## src/rtl/ifu_pc_gen_pkg.sv

```systemverilog
// Shared widths, reset defaults and encodings for the IFU fetch-PC generator.
// The FSM state and next-PC select encodings live here so the top and the adder agree.
package ifu_pc_gen_pkg;

  localparam int ADDR_W  = 32;
  localparam int INSTR_W = 32;

  localparam logic [ADDR_W-1:0]  RESET_PC_DEF = 32'h8000_0000;
  localparam logic [INSTR_W-1:0] NOP_INST_DEF = 32'h0000_0013;
  localparam logic [ADDR_W-1:0]  ALIGN_MASK   = 32'hFFFF_FFFC;

  typedef enum logic [2:0] {
    ST_BOOT      = 3'd0,
    ST_REQ       = 3'd1,
    ST_WAIT      = 3'd2,
    ST_ISSUE     = 3'd3,
    ST_JALR_WAIT = 3'd4,
    ST_DRAIN     = 3'd5
  } fetch_state_e;

  typedef enum logic [1:0] {
    NPC_SEQ = 2'd0,
    NPC_BPU = 2'd1,
    NPC_FIX = 2'd2
  } npc_sel_e;

endpackage

```

## src/rtl/ifu_pc_gen_npc.sv

```systemverilog
// Next-PC mux: sequential pc+4, bpu target op1+op2, or EXU redirect target.
// Every result is word aligned; carries out of bit 31 are dropped.
module ifu_pc_gen_npc
  import ifu_pc_gen_pkg::*;
(
  input  logic [ADDR_W-1:0] pc_i,
  input  logic [ADDR_W-1:0] op1_i,
  input  logic [ADDR_W-1:0] op2_i,
  input  logic [ADDR_W-1:0] fix_pc_i,
  input  logic [1:0]        sel_i,
  output logic [ADDR_W-1:0] npc_o
);

  logic [ADDR_W-1:0] seq_pc;
  logic [ADDR_W-1:0] bpu_pc;

  assign seq_pc = pc_i + ADDR_W'(4);
  assign bpu_pc = (op1_i + op2_i) & ALIGN_MASK;

  always_comb begin
    // NOTE: output gets a default before the case so no path leaves it unassigned (no latch).
    npc_o = seq_pc;
    case (npc_sel_e'(sel_i))
      NPC_BPU: npc_o = bpu_pc;
      NPC_FIX: npc_o = fix_pc_i & ALIGN_MASK;
      default: npc_o = seq_pc;
    endcase
  end

endmodule

```

## src/rtl/ifu_pc_gen.sv

```systemverilog
// IFU fetch-PC generator: one outstanding fetch at a time, returned word held in IR
// and offered to decode (and the bpu) until accepted or flushed by an EXU redirect.
module ifu_pc_gen
  import ifu_pc_gen_pkg::*;
#(
  parameter logic [ADDR_W-1:0]  RESET_PC = RESET_PC_DEF,
  parameter logic [INSTR_W-1:0] NOP_INST = NOP_INST_DEF
) (
  input  logic               clk,
  input  logic               rst_n,
  input  logic               prefail,
  input  logic [ADDR_W-1:0]  fix_pc,
  input  logic               pre_pc_vaild,
  input  logic [ADDR_W-1:0]  jump_need_op1,
  input  logic [ADDR_W-1:0]  jump_need_op2,
  input  logic               jalr_need_rs1,
  output logic               ifetch_req_vaild,
  output logic [ADDR_W-1:0]  ifetch_req_addr,
  input  logic               ifetch_req_ready,
  input  logic               ifetch_rsp_vaild,
  input  logic [INSTR_W-1:0] ifetch_rsp_inst,
  output logic               out_inst_vaild,
  output logic [INSTR_W-1:0] out_inst,
  output logic [ADDR_W-1:0]  out_inst_pc,
  output logic               out_pre_taken,
  input  logic               out_inst_ready
);

  fetch_state_e       state_q, state_d;
  logic [ADDR_W-1:0]  pc_q, pc_d;
  logic [INSTR_W-1:0] ir_q, ir_d;
  logic [ADDR_W-1:0]  ir_pc_q, ir_pc_d;
  npc_sel_e           npc_sel;
  logic [ADDR_W-1:0]  npc;
  logic               redirect;

  // BOOT ignores redirects so the first fetch always comes from RESET_PC.
  assign redirect = prefail && (state_q != ST_BOOT);
  assign npc_sel  = redirect     ? NPC_FIX :
                    pre_pc_vaild ? NPC_BPU : NPC_SEQ;

  ifu_pc_gen_npc u_npc (
    .pc_i     (pc_q),
    .op1_i    (jump_need_op1),
    .op2_i    (jump_need_op2),
    .fix_pc_i (fix_pc),
    .sel_i    (npc_sel),
    .npc_o    (npc)
  );

  always_comb begin
    state_d = state_q;
    pc_d    = pc_q;
    ir_d    = ir_q;
    ir_pc_d = ir_pc_q;

    unique case (state_q)
      ST_BOOT:  state_d = ST_REQ;
      ST_REQ:   if (ifetch_req_ready) state_d = ST_WAIT;
      ST_WAIT: begin
        if (ifetch_rsp_vaild) begin
          ir_d    = ifetch_rsp_inst;
          ir_pc_d = pc_q;
          state_d = ST_ISSUE;
        end
      end
      ST_ISSUE: begin
        if (out_inst_ready) begin
          if (jalr_need_rs1) begin
            state_d = ST_JALR_WAIT;
          end else begin
            pc_d    = npc;
            state_d = ST_REQ;
          end
        end
      end
      ST_JALR_WAIT: state_d = ST_JALR_WAIT;
      ST_DRAIN:     if (ifetch_rsp_vaild) state_d = ST_REQ;
      default:      state_d = ST_BOOT;
    endcase

    // Any request still in flight (or being accepted right now) must drain before the
    // redirected fetch goes out, so there is never more than one outstanding request.
    if (redirect) begin
      pc_d    = npc;
      ir_d    = ir_q;
      ir_pc_d = ir_pc_q;
      if (((state_q == ST_WAIT || state_q == ST_DRAIN) && !ifetch_rsp_vaild) ||
          (state_q == ST_REQ && ifetch_req_ready)) begin
        state_d = ST_DRAIN;
      end else begin
        state_d = ST_REQ;
      end
    end
  end

  always_ff @(posedge clk) begin
    // NOTE: reset is synchronous (sampled here) and all state uses non-blocking assignments.
    if (!rst_n) begin
      state_q <= ST_BOOT;
      pc_q    <= RESET_PC & ALIGN_MASK;
      ir_q    <= NOP_INST;
      ir_pc_q <= RESET_PC;
    end else begin
      state_q <= state_d;
      pc_q    <= pc_d;
      ir_q    <= ir_d;
      ir_pc_q <= ir_pc_d;
    end
  end

  assign ifetch_req_vaild = (state_q == ST_REQ);
  assign ifetch_req_addr  = pc_q;
  assign out_inst_vaild   = (state_q == ST_ISSUE);
  assign out_inst         = ir_q;
  assign out_inst_pc      = ir_pc_q;
  assign out_pre_taken    = pre_pc_vaild && out_inst_vaild;

endmodule

```

## config.mk

```make
export PLATFORM = sky130hd
export DESIGN_NAME = ifu_pc_gen
export DESIGN_NICKNAME = d
export VERILOG_FILES = /design/src/rtl/ifu_pc_gen_pkg.sv /design/src/rtl/ifu_pc_gen_npc.sv /design/src/rtl/ifu_pc_gen.sv
export SDC_FILE = /design/constraint.sdc
export NUM_CORES = 1
export LEC_CHECK = 0
export CORE_MARGIN = 2
export CORE_UTILIZATION = 45
export CTS_CLUSTER_DIAMETER = 100
export DETAILED_ROUTE_END_ITERATION = 12
export PLACE_DENSITY = 0.82
export SLEW_MARGIN = 20
export SYNTH_ARGS = -nofsm -noshare
export SYNTH_HDL_FRONTEND = slang
export SYNTH_SLANG_ARGS = --single-unit
export TNS_END_PERCENT = 5
```

## constraint.sdc

```tcl
create_clock -name clk -period 3.45 [get_ports clk]
set_clock_uncertainty 0.15 [all_clocks]
set_input_delay 0.345 -clock clk [delete_from_list [all_inputs] [get_ports clk]]
set_output_delay 0.345 -clock clk [all_outputs]
set_load 0.05 [all_outputs]
```

==> results by group, run 1 <==
Outcome
  – Status: finished clean

Clock network
  – Cts-stage hold buffer count: 0
  – Root buffer cell: clkbuf_16
  – PostCTS Resize Cnt: 0
  – Clock sink total: 95
  – Num CTS Buffers: 9
  – Maximum clock path buffer count: 2
  – Clock-pin slew of the registers on the worst-case setup and hold paths: 70 ps
  – CTS tree: built
  – CTS H-Tree Depth: 3
  – Clock Latency Late Sink: roughly 340 ps
  – Post-CTS Setup Bufs: 0

Pwr
  – Leak: 3.267 nW
  – Internal Dissipation: around 0.0023 W
  – Clock network fraction of design power: a little under a third
  – Combinational Power Share: 32.9%
  – Switching power of the nets: between 0.001 and 0.0015 W
  – Sequential power share: between 30% and 40%
  – VDD IR max: 264.6 µV
  – Switching part of the total: a little over a third
  – Power Density: just under 400 nW/µm²

Global route
  – Residual overflow from global routing: 0
  – First-pass GRT wire length: roughly 31,000 µm
  – Gr usage total: 26.34%
  – Grt met3 use: roughly 5.8%
  – Number of global-route vias before repair: around 6,500
  – Busiest metal layer after global routing: met2
  – Pin count of the biggest net entering global routing: between 60 and 70
  – Global-route track usage on met2: 46.28%
  – M1 GR Usage: about a third
  – Initial antenna violation count: 0

STA
  – Max Slew Vio Count: 0
  – Worst slew margin: 38.90%
  – Period minus WS final: approximately 3000 ps
  – Final Hold Vio Count: 0
  – Setup TNS: 0 ps
  – Setup slack after layout: 415.9 ps
  – Final Cycle Share: around 88%
  – RSZ-0062 raised after global routing: false
  – Final setup fails: 0
  – Worst Max-Slew Pin Slew: 911.1 ps
  – Highest Clock Rate: around 0.33 GHz

Placed design
  – Placed Area: 8623 µm²
  – I/O Buffers: approximately 230
  – RD Place Congestion: 0.9285
  – DP Wirelength: roughly 15,000 µm
  – Post-Place Worst Slack: approximately 150 ps

Critical path
  – CP bufs+invs: 2
  – Critical Path RT: approximately 3600 ps
  – CP Max Fanout: 5
  – Slowest cell on crit path: or4_1
  – Data arrival time of the worst path: 3150 ps
  – WS Path Type: primary input to flip-flop
  – CP Cell Sequence: clkdlybuf4s50_1 -> ha_1 -> nand4_2 -> a211oi_4 -> o31ai_2 -> a311oi_1 -> a221oi_1 -> buf_4 -> or4_1 -> o211ai_1
  – Largest stage delay, worst path: approximately 470 ps
  – Startpoint Class: primary input
  – CP endpoint kind: flip-flop
  – CP delay by family, top: compound AO/OA/AOI/OAI gates

Synthesis
  – Leading area contributor after synthesis: dfxtp_1
  – Post-synthesis sequential area ratio: between 30% and 40%
  – Post-synth EDFFs: 0
  – Top cell type's share of synthesized area: 30.71%
  – FF+latch count, synth: 95
  – Post-synth ARST share: 0%
  – Area contributors post-synth: dfxtp_1 (31%), nand2_1 (11%), a21boi_0 (7.5%)
  – Syn Inst Count: between 800 and 900
  – Primary FF master, synth: dfxtp_1
  – Synthesized area per cell: around 7.7 µm²
  – Yosys cell types: 72
  – Synth Warn #: 0
  – Post-Syn Area: 6192 µm²

Final layout
  – Filler cells: ~1,200
  – Most frequent cells in the layout: clkdlybuf4s50_1 (227), nand2_1 (174), dfxtp_1 (95)
  – Most common cell after layout, fill and taps aside: clkdlybuf4s50_1
  – Post-route cell area: around 9000 µm²
  – Share of layout cells above drive strength 1: just over 5%
  – Area Overhead vs Synth: 44.57%
  – Diode count: 0
  – Nets: about 1,200

Routing
  – WL/cell: roughly 17 µm
  – Total vias in the final route: around 6,900
  – First-pass DRT Iterations: 6
  – DRC Markers: 0
  – Initial DRC count: about 520
  – Number of vias per cell: ~5.8
  – Routed Antenna Nets: 0
  – DRT Wirelength: 19,960 µm

Floorplan
  – Initial Utilization: 46.39%
  – Die Y: 121.3 µm
  – Die Width: between 100 and 150 µm
  – Die ar.: approximately 15,000 µm²
  – IO Pins: approximately 240
  – Rows: between 40 and 50
  – Core area: between 10,000 and 15,000 µm²

Min path
  – Worst hold path class: primary input to flip-flop

Job
  – Max-cap violation count: 0
final timing paths:
path	start	to	slack, ps	cells past startpoint
worst max-delay path	jump_need_op1[7]	ifetch_req_addr[26]$_SDFFE_PN0P_	420	10
worst min-delay path	rst_n	ifetch_req_addr[12]$_SDFFE_PN0P_	280	3
worst max register to register	state_q[0]$_SDFFE_PN0P_	ifetch_req_addr[9]$_SDFFE_PN0P_	790	5
worst min register to register	out_inst_pc[23]$_SDFFE_PN0P_	out_inst_pc[23]$_SDFFE_PN0P_	310	2
final cells by class:
type	count	area [µm²]	area share, %
clock buffers	9	225.2	2.516
clock inverters	7	103.9	1.160
inverters	11	41.29	0.4612
multi-input cells	649	4043	45.16
flip-flops and latches	95	1902	21.24
well taps	176	220.2	2.460
repair buffers	245	2417	27.00
through the flow:
stage | hold WS, ps | power (W) | util (%) | std cells
floorplan | 319.3 | 0.001992 | - | 812
global placement | 299.4 | 0.002435 | 64.60 | 1176
detailed placement | 306.0 | 0.002446 | 64.60 | 1176
CTS | 263.5 | 0.003544 | 67.07 | 1192
global route | 289.0 | 0.003697 | 67.07 | 1192
finish | 280.6 | 0.003540 | 67.07 | 1192
cell usage after synthesis (15+ instances only):
master and number:
nand2_1 174, dfxtp_1 95, a21boi_0 62, clkbuf_1 52
a21oi_1 50, o21ai_0 43, nor2_1 34, ha_1 31
nand3_1 29, a21o_1 16, xnor2_1 16, xor2_1 15
flip-flops by register name, summed over array words and instances (netlist names):
| name | flops |
|---|---|
| ifetch_req_addr | 30 |
| out_inst_pc | 30 |
| out_inst | 32 |
| state_q | 3 |
logic make-up after synthesis:
| logic type | after synthesis | synth area share [%] |
|---|---|---|
| and+or+nand+nor | 310 | 23.03 |
| AOI/OAI and AO/OA | 267 | 30.19 |
| DFF | 95 | 30.71 |
| buffers and inverters | 68 | 4.365 |
| adders and majority gates | 31 | 6.264 |
| xor gates and xnor gates | 31 | 4.385 |
| muxes | 6 | 0.9901 |
| other | 1 | 0.06056 |
power groups by stage:
| stage | clock network (W) | registers (W) | logic (W) |
|---|---|---|---|
| 3_3_place_gp | 0 | 0.00129 | 0.00114 |
| 5_1_grt | 0.00116 | 0.00128 | 0.00125 |
| 2_1_floorplan | 0 | 0.00144 | 0.000554 |
| 6_report | 0.00110 | 0.00127 | 0.00117 |
| 3_5_place_dp | 0 | 0.00129 | 0.00115 |
| 4_1_cts | 0.00112 | 0.00127 | 0.00116 |
worst min-delay path: cells and delay by family:
kind                   cells  cell delay (ps)
AO/OA/AOI/OAI              1               90
buffers and inverters      1              130
AND/OR/NAND/NOR            1              150
layer usage:
layer  wire (µm)  vias up  part of all wire, %
met1        8021     3172                   40
met2        9584      326                   48
met3        1818       40                  9.1
li1            -     3320                    -
met4         540        0                  2.7
met5           0        -                    0
No activity file was read; power rests on OpenSTA's default activity.
==> inputs of run 2 (changes only) <==
--- a/config.mk
+++ b/config.mk
@@ -6,12 +6,13 @@
 export NUM_CORES = 1
 export LEC_CHECK = 0
 export CORE_MARGIN = 2
-export CORE_UTILIZATION = 45
+export CORE_UTILIZATION = 46
 export CTS_CLUSTER_DIAMETER = 100
 export DETAILED_ROUTE_END_ITERATION = 12
 export PLACE_DENSITY = 0.82
 export SLEW_MARGIN = 20
 export SYNTH_ARGS = -nofsm -noshare
 export SYNTH_HDL_FRONTEND = slang
+export SYNTH_HIERARCHICAL = 1
 export SYNTH_SLANG_ARGS = --single-unit
 export TNS_END_PERCENT = 5
==> results by group, run 2 <==
Min path
  – Hold path depth: 2 (was 3)
  – WHS Endpoint: out_inst_pc[24]$_SDFFE_PN0P_ (was ifetch_req_addr[12]$_SDFFE_PN0P_)
  – HP Start: out_inst_pc[24]$_SDFFE_PN0P_ (was rst_n)
  – Worst hold path class: flip-flop to flip-flop (was primary input to flip-flop)

Placed design
  – DP Wirelength: 14,180 µm (was 15,150 µm)
  – I/O Buffers: 232 (was 228)
  – DP Cell Count: 1,193 (was 1,176)
  – RD Place Congestion: 0.8823 (was 0.9285)
  – Post-Place Worst Slack: 18.41 ps (was 145.1 ps)

Synthesis
  – Primary FF master, synth: dfxtp_1 (unchanged)
  – FF+latch count, synth: 99 (was 95)
  – Post-synthesis sequential area ratio: 30.27% (was 30.71%)
  – Synthesized area per cell: 8.215 µm² (was 7.654 µm²)
  – Yosys cell types: 70 (was 72)
  – Post-synth EDFFs: 0 (unchanged)
  – Synth top cells by count: nand2_1 (151), dfxtp_1 (99), a21boi_1 (58) (was nand2_1 (174), dfxtp_1 (95), a21boi_0 (62))
  – Leading area contributor after synthesis: dfxtp_1 (unchanged)
  – Top-count cell post-synth: nand2_1 (unchanged)
  – Post-Syn Area: 6548 µm² (was 6192 µm²)
  – Area contributors post-synth: dfxtp_1 (30%), nand2_1 (8.7%), a21boi_1 (6.7%) (was dfxtp_1 (31%), nand2_1 (11%), a21boi_0 (7.5%))
  – Post-Syn Nets: 966
  – Syn Inst Count: 797 (was 809)
  – Top cell type's share of synthesized area: 30.27% (was 30.71%)
  – Post-synth ARST share: 0% (unchanged)
  – Synth Warn #: 6 (was 0)

STA
  – Max Slew Vio Count: 0 (unchanged)
  – Worst Max-Slew Pin Slew: 851.9 ps (was 911.1 ps)
  – Final setup fails: 0 (unchanged)
  – Worst slew margin: 43.21% (was 38.90%)
  – Period minus WS final: 3081 ps (was 3034 ps)
  – RSZ-0062 raised after global routing: false (unchanged)
  – Final Cycle Share: 89.29% (was 87.94%)
  – Final Hold Vio Count: 0 (unchanged)
  – Setup slack after layout: 369.3 ps (was 415.9 ps)
  – Setup TNS: 0 ps (unchanged)
  – Highest Clock Rate: 0.3246 GHz (was 0.3296 GHz)

Critical path
  – Startpoint Class: primary input (unchanged)
  – Critical Path RT: 3540 ps (was 3560 ps)
  – Worst r2r src: state_q[1]$_SDFFE_PN0P_ (was state_q[0]$_SDFFE_PN0P_)
  – WS Path Type: primary input to flip-flop (unchanged)
  – CP endpoint kind: flip-flop (unchanged)
  – Worst Setup SP: jump_need_op1[10] (was jump_need_op1[7])
  – R2R Setup Slk: 450 ps (was 790 ps)
  – Critical R2R Capture: ifetch_req_addr[29]$_SDFFE_PN0P_ (was ifetch_req_addr[9]$_SDFFE_PN0P_)
  – CP Max Fanout: 4 (was 5)
  – R2r worst-path depth: 11 (was 5)
  – Data arrival time of the worst path: 3180 ps (was 3150 ps)

Final layout
  – Most frequent cells in the layout: clkdlybuf4s50_1 (231), nand2_1 (151), dfxtp_1 (99) (was clkdlybuf4s50_1 (227), nand2_1 (174), dfxtp_1 (95))
  – Area Overhead vs Synth: 42.71% (was 44.57%)
  – Most common cell after layout, fill and taps aside: clkdlybuf4s50_1 (unchanged)
  – Filler cells: 1,219 (was 1,174)
  – FF+latch area: 1982 µm² (was 1902 µm²)
  – Non-Filler Instances: 1,209 (was 1,192)
  – Diode count: 0 (unchanged)
  – Area of the multi-input gates: 4253 µm² (was 4043 µm²)
  – Share of layout cells above drive strength 1: 6.706% (was 5.118%)
  – Nets: 1,193 (was 1,178)

Clock network
  – CTS tree: built (unchanged)
  – Num CTS Buffers: 9 (unchanged)
  – Cts-stage hold buffer count: 0 (unchanged)
  – Clock-pin slew of the registers on the worst-case setup and hold paths: 80 ps (was 70 ps)
  – Clock Latency Late Sink: 340 ps (about the same)
  – PostCTS Resize Cnt: 0 (unchanged)
  – Maximum clock path buffer count: 2 (unchanged)
  – CTS H-Tree Depth: 3 (unchanged)
  – Root buffer cell: clkbuf_16 (unchanged)
  – Clock sink total: 99 (was 95)
  – Post-CTS Setup Bufs: 0 (unchanged)

Global route
  – Gr usage total: 23.92% (was 26.34%)
  – Initial antenna violation count: 0 (unchanged)
  – Residual overflow from global routing: 0 (unchanged)
  – Number of global-route vias before repair: 6,110 (was 6,468)
  – First-pass GRT wire length: 29,340 µm (was 31,340 µm)
  – Pin count of the biggest net entering global routing: 58 (was 63)

Floorplan
  – Initial Utilization: 47.17% (was 46.39%)
  – Die ar.: 15,200 µm² (was 14,710 µm²)
  – Die Width: 123.3 µm (was 121.3 µm)
  – Core area: 13,880 µm² (was 13,350 µm²)
  – Rows: 43 (was 42)
  – Die Y: 123.3 µm (was 121.3 µm)
  – IO Pins: 235 (unchanged)

Pwr
  – Power Density: 425.9 nW/µm² (was 395.4 nW/µm²)
  – Internal Dissipation: 0.002450 W (was 0.002303 W)
  – Sequential power share: 32.8% (was 36.0%)
  – Switching power of the nets: 0.001529 W (was 0.001237 W)
  – Leak: 3.429 nW (was 3.267 nW)
  – Clock network fraction of design power: 24.9% (was 31.1%)
  – Switching part of the total: 38.43% (was 34.94%)
  – VDD IR max: 313.6 µV (was 264.6 µV)
  – Final Power: 0.003980 W (was 0.003540 W)
  – Combinational Power Share: 42.4% (was 32.9%)

Routing
  – First-pass DRT Iterations: 5 (was 6)
  – Total vias in the final route: 6,651 (was 6,858)
  – DRC Markers: 0 (unchanged)
  – WL/cell: 15.43 µm (was 16.75 µm)
  – DRT Wirelength: 18,660 µm (was 19,960 µm)
  – Initial DRC count: 406 (was 523)
  – Routed Antenna Nets: 0 (unchanged)
  – Number of vias per cell: 5.501 (was 5.753)

Outcome
  – Status: finished clean (unchanged)

Job
  – Max-cap violation count: 0 (unchanged)
[run 2: changes by cell type after synthesis, sizes merged, moves of 14 or more]
cell and change:
mux2i +28, clkbuf -21, nor2b +34, nand2 -23
a21oi -14, o21ai -16
[run 2: power groups by stage]
stage	registers (W)	logic, W	clock network [W]
after floorplan	0.00153	0.000947	0
after global placement	0.00133	0.00165	0
after detailed placement	0.00133	0.00167	0
after CTS	0.00130	0.00168	0.00101
after global routing	0.00132	0.00181	0.00106
final	0.00130	0.00169	0.000989
[run 2: critical path: stages]
cell,delay [ps]
clkdlybuf4s50_1,410
ha_1,360
a21oi_2,160
o21bai_1,80
a2111o_1,460
a2111oi_4,380
o22ai_2,220
a31oi_4,280
xor2_1,200
o21ai_1,80
mux2i_1,130
nor2b_1,50
[run 2: metrics by stage]
step | hold slack (ps) | cell area, µm² | util (%)
floorplan | 319.3 | 6548 | -
global placement | 289.7 | 9055 | 65.23
detailed placement | 294.5 | 9055 | 65.23
CTS | 305.2 | 9344 | 67.32
global route | 321.3 | 9344 | 67.32
finish | 301.9 | 9344 | 67.32
[run 2: final cells by class]
cell class | instances | share of cell area (%)
Clock buffer | 9 | 2.410
Clock inverter | 7 | 0.6829
Inverter | 14 | 0.5624
Multi-Input combinational cell | 638 | 45.51
Sequential cell | 99 | 21.21
Tap cell | 180 | 2.410
Timing Repair Buffer | 262 | 27.21
[run 2: kinds of logic (layout without fill, tap and decap cells)]
group,after synthesis,in the layout,synth area share (%)
flip-flops,99,99,30.27
AO/OA/AOI/OAI,213,213,23.83
multiplexers,37,37,5.733
AND/OR/NAND/NOR,306,306,22.51
adder cells (fa/ha/maj),33,33,6.306
XOR/XNOR,49,49,6.555
buffers and inverters,60,292,4.796
[run 2: worst max-delay path by stage]
stage	cells after the start	end
after CTS	12	ifetch_req_addr[28]$_SDFFE_PN0P_
after global placement	12	ifetch_req_addr[22]$_SDFFE_PN0P_
after detailed placement	12	ifetch_req_addr[28]$_SDFFE_PN0P_
final	12	ifetch_req_addr[22]$_SDFFE_PN0P_
after global routing	12	ifetch_req_addr[22]$_SDFFE_PN0P_
after floorplan	10	ifetch_req_addr[21]$_SDFFE_PN0P_
[run 2: routing by layer]
layer | track usage (%) | routed length, µm | vias up
met5 | 0 | 0 | -
met4 | 6.463 | 318 | 0
met3 | 5.858 | 1329 | 20
met2 | 41.04 | 9061 | 208
met1 | 29.84 | 7949 | 3129
li1 | - | - | 3294
==> inputs of run 3 (changes only) <==
--- a/config.mk
+++ b/config.mk
@@ -6,10 +6,10 @@
 export NUM_CORES = 1
 export LEC_CHECK = 0
 export CORE_MARGIN = 2
-export CORE_UTILIZATION = 46
+export CORE_UTILIZATION = 50
 export CTS_CLUSTER_DIAMETER = 100
 export DETAILED_ROUTE_END_ITERATION = 12
-export PLACE_DENSITY = 0.82
+export PLACE_DENSITY = 0.88
 export SLEW_MARGIN = 20
 export SYNTH_ARGS = -nofsm -noshare
 export SYNTH_HDL_FRONTEND = slang
==> constraint.sdc (replaced) <==
create_clock -name clk -period 3.94 [get_ports clk]
set_clock_uncertainty 0.15 [all_clocks]
set_input_delay 0.394 -clock clk [delete_from_list [all_inputs] [get_ports clk]]
set_output_delay 0.394 -clock clk [all_outputs]
set_load 0.05 [all_outputs]
==> results by group, run 3 (synthesis results as in run 2) <==
Outcome
  – Status: finished clean (unchanged)

Global route
  – First-pass GRT wire length: 30,570 µm (was 29,340 µm)
  – Residual overflow from global routing: 0 (unchanged)
  – Number of global-route vias before repair: 6,231 (was 6,110)
  – Gr usage total: 26.15% (was 23.92%)
  – Pin count of the biggest net entering global routing: 66 (was 58)
  – Initial antenna violation count: 0 (unchanged)

Floorplan
  – Initial Utilization: 51.47% (was 47.17%)
  – Die Width: 118.4 µm (was 123.3 µm)
  – Core area: 12,720 µm² (was 13,880 µm²)
  – Die Y: 118.4 µm (was 123.3 µm)
  – IO Pins: 235 (unchanged)
  – Die ar.: 14,030 µm² (was 15,200 µm²)
  – Rows: 41 (was 43)

Final layout
  – Most common cell after layout, fill and taps aside: clkdlybuf4s50_1 (unchanged)
  – Most frequent cells in the layout: clkdlybuf4s50_1 (231), nand2_1 (151), dfxtp_1 (99) (unchanged)
  – Share of layout cells above drive strength 1: 4.950% (was 6.706%)
  – Nets: 1,175 (was 1,193)
  – Diode count: 0 (unchanged)
  – Non-Filler Instances: 1,182 (was 1,209)
  – Area Overhead vs Synth: 40.91% (was 42.71%)

Pwr
  – Final Power: 0.003509 W (was 0.003980 W)
  – Sequential power share: 33.7% (was 32.8%)
  – VDD IR max: 275.8 µV (was 313.6 µV)
  – Clock network fraction of design power: 26.5% (was 24.9%)
  – Internal Dissipation: 0.002236 W (was 0.002450 W)
  – Switching part of the total: 36.26% (was 38.43%)
  – Power Density: 380.3 nW/µm² (was 425.9 nW/µm²)
  – Combinational Power Share: 39.8% (was 42.4%)
  – Leak: 3.350 nW (was 3.429 nW)
  – Switching power of the nets: 0.001272 W (was 0.001529 W)

STA
  – Highest Clock Rate: approximately 0.3 GHz
  – Setup slack after layout: 703.5 ps (was 369.3 ps)
  – Final setup fails: 0 (unchanged)
  – Max Slew Vio Count: 0 (unchanged)
  – Setup TNS: 0 ps (unchanged)
  – Worst slew margin: 36.79% (was 43.21%)
  – RSZ-0062 raised after global routing: false (unchanged)
  – Worst Max-Slew Pin Slew: 948.2 ps (was 851.9 ps)
  – Final Cycle Share: around 82%
  – Period minus WS final: 3237 ps
  – Final Hold Vio Count: 0 (unchanged)
  – Final hold slack: 300.7 ps (was 301.9 ps)

Placed design
  – RD Place Congestion: 0.9222 (was 0.8823)
  – DP Cell Count: 1,167 (was 1,193)
  – Post-Place Worst Slack: 363.6 ps (was 18.41 ps)
  – DP Wirelength: 14,120 µm (was 14,180 µm)
  – I/O Buffers: 232 (unchanged)

Critical path
  – CP Cell Sequence: clkdlybuf4s50_1 -> ha_1 -> a21oi_1 -> a21oi_1 -> o311ai_0 -> nand3_1 -> o2111a_1 -> o21bai_1 -> a311o_1 -> nand3_1 -> mux2i_1 -> nor2b_1 (was clkdlybuf4s50_1 -> ha_1 -> a21oi_2 -> o21bai_1 -> a2111o_1 -> a2111oi_4 -> o22ai_2 -> a31oi_4 -> xor2_1 -> o21ai_1 -> mux2i_1 -> nor2b_1)
  – Largest stage delay, worst path: 510 ps (was 460 ps)
  – CP bufs+invs: 1 (unchanged)
  – WS Path Type: primary input to flip-flop (unchanged)
  – Critical Path RT: 4020 ps (was 3540 ps)
  – Data arrival time of the worst path: 3310 ps (was 3180 ps)
  – Startpoint Class: primary input (unchanged)
  – CP delay by family, top: compound AO/OA/AOI/OAI gates (unchanged)
  – Slowest cell on crit path: o311ai_0 (was a2111o_1)
  – CP Max Fanout: 5 (was 4)
  – CP endpoint kind: flip-flop (unchanged)

Clock network
  – CTS H-Tree Depth: 3 (unchanged)
  – Num CTS Buffers: 9 (unchanged)
  – CTS tree: built (unchanged)
  – Maximum clock path buffer count: 2 (unchanged)
  – PostCTS Resize Cnt: 0 (unchanged)
  – Clock Latency Late Sink: 330 ps (was 340 ps)
  – Clock sink total: 99 (unchanged)
  – Cts-stage hold buffer count: 0 (unchanged)
  – Post-CTS Setup Bufs: 0 (unchanged)
  – Clock-pin slew of the registers on the worst-case setup and hold paths: 60 ps (was 80 ps)
  – Root buffer cell: clkbuf_16 (unchanged)

Routing
  – DRC Markers: 0 (unchanged)
  – Number of vias per cell: 5.561 (was 5.501)
  – Routed Antenna Nets: 0 (unchanged)
  – DRT Wirelength: 18,660 µm (about the same)
  – First-pass DRT Iterations: 5 (unchanged)
  – WL/cell: 15.78 µm (was 15.43 µm)
  – Total vias in the final route: 6,573 (was 6,651)
  – Initial DRC count: 431 (was 406)

Min path
  – Worst hold path class: flip-flop to flip-flop (unchanged)

Job
  – Max-cap violation count: 0 (unchanged)
## run 3: cell types whose count changed in the layout (fill, tap and decap cells not counted), moves of 2 or more
cell,previous run,this run
bufinv_16,0,2
clkinv_2,0,2
buf_4,30,12
inv_6,5,0
## run 3: layout make-up
| type | count | area, µm² |
|---|---|---|
| Fill cell | 1034 | 3496 |
| Sequential cell | 99 | 1982 |
| Clock buffer | 10 | 239.0 |
| Multi-Input combinational cell | 638 | 4253 |
| Inverter | 14 | 52.55 |
| Timing Repair Buffer | 244 | 2407 |
| Tap cell | 172 | 215.2 |
| Clock inverter | 5 | 77.57 |
## run 3: final timing paths
| path | end | start | cells after the start | slack [ps] |
|---|---|---|---|---|
| max reg2reg | ifetch_req_addr[19]$_SDFFE_PN0P_ | state_q[2]$_SDFFE_PN0P_ | 10 | 730 |
| max | ifetch_req_addr[29]$_SDFFE_PN0P_ | jump_need_op1[2] | 12 | 700 |
| min reg2reg | out_inst[28]$_SDFFE_PN0P_ | out_inst[28]$_SDFFE_PN0P_ | 2 | 300 |
| min | out_inst[28]$_SDFFE_PN0P_ | out_inst[28]$_SDFFE_PN0P_ | 2 | 300 |
## run 3: tightest hold or removal path: cells and delay by family, from the launching register on
kind             cells  cell delay, ps
AO/OA/AOI/OAI        1              50
AND/OR/NAND/NOR      1              50
flip-flops           1             310
## run 3: metrics by stage
| stage | area, µm² | utilization, % |
|---|---|---|
| global placement | 8910 | 70.03 |
| finish | 9226 | 72.52 |
| detailed placement | 8910 | 70.03 |
| CTS | 9226 | 72.52 |
| floorplan | 6548 | - |
| global route | 9226 | 72.52 |
## run 3: layer usage
layer / wire, µm / up-vias / track usage [%] / share of wire, %
met5: 0 / - / 0 / 0
li1: - / 3255 / - / -
met4: 243 / 0 / 6.622 / 1.3
met3: 1327 / 16 / 5.936 / 7.1
met1: 7777 / 3073 / 32.26 / 42
met2: 9309 / 229 / 45.88 / 50
## run 3: power by group through the flow
stage	clock (W)	sequential, W	combinational, W
2_1_floorplan	0	0.00134	0.000829
3_3_place_gp	0	0.00120	0.00137
3_5_place_dp	0	0.00120	0.00138
4_1_cts	0.000948	0.00118	0.00139
5_1_grt	0.000999	0.00120	0.00150
6_report	0.000930	0.00118	0.00140
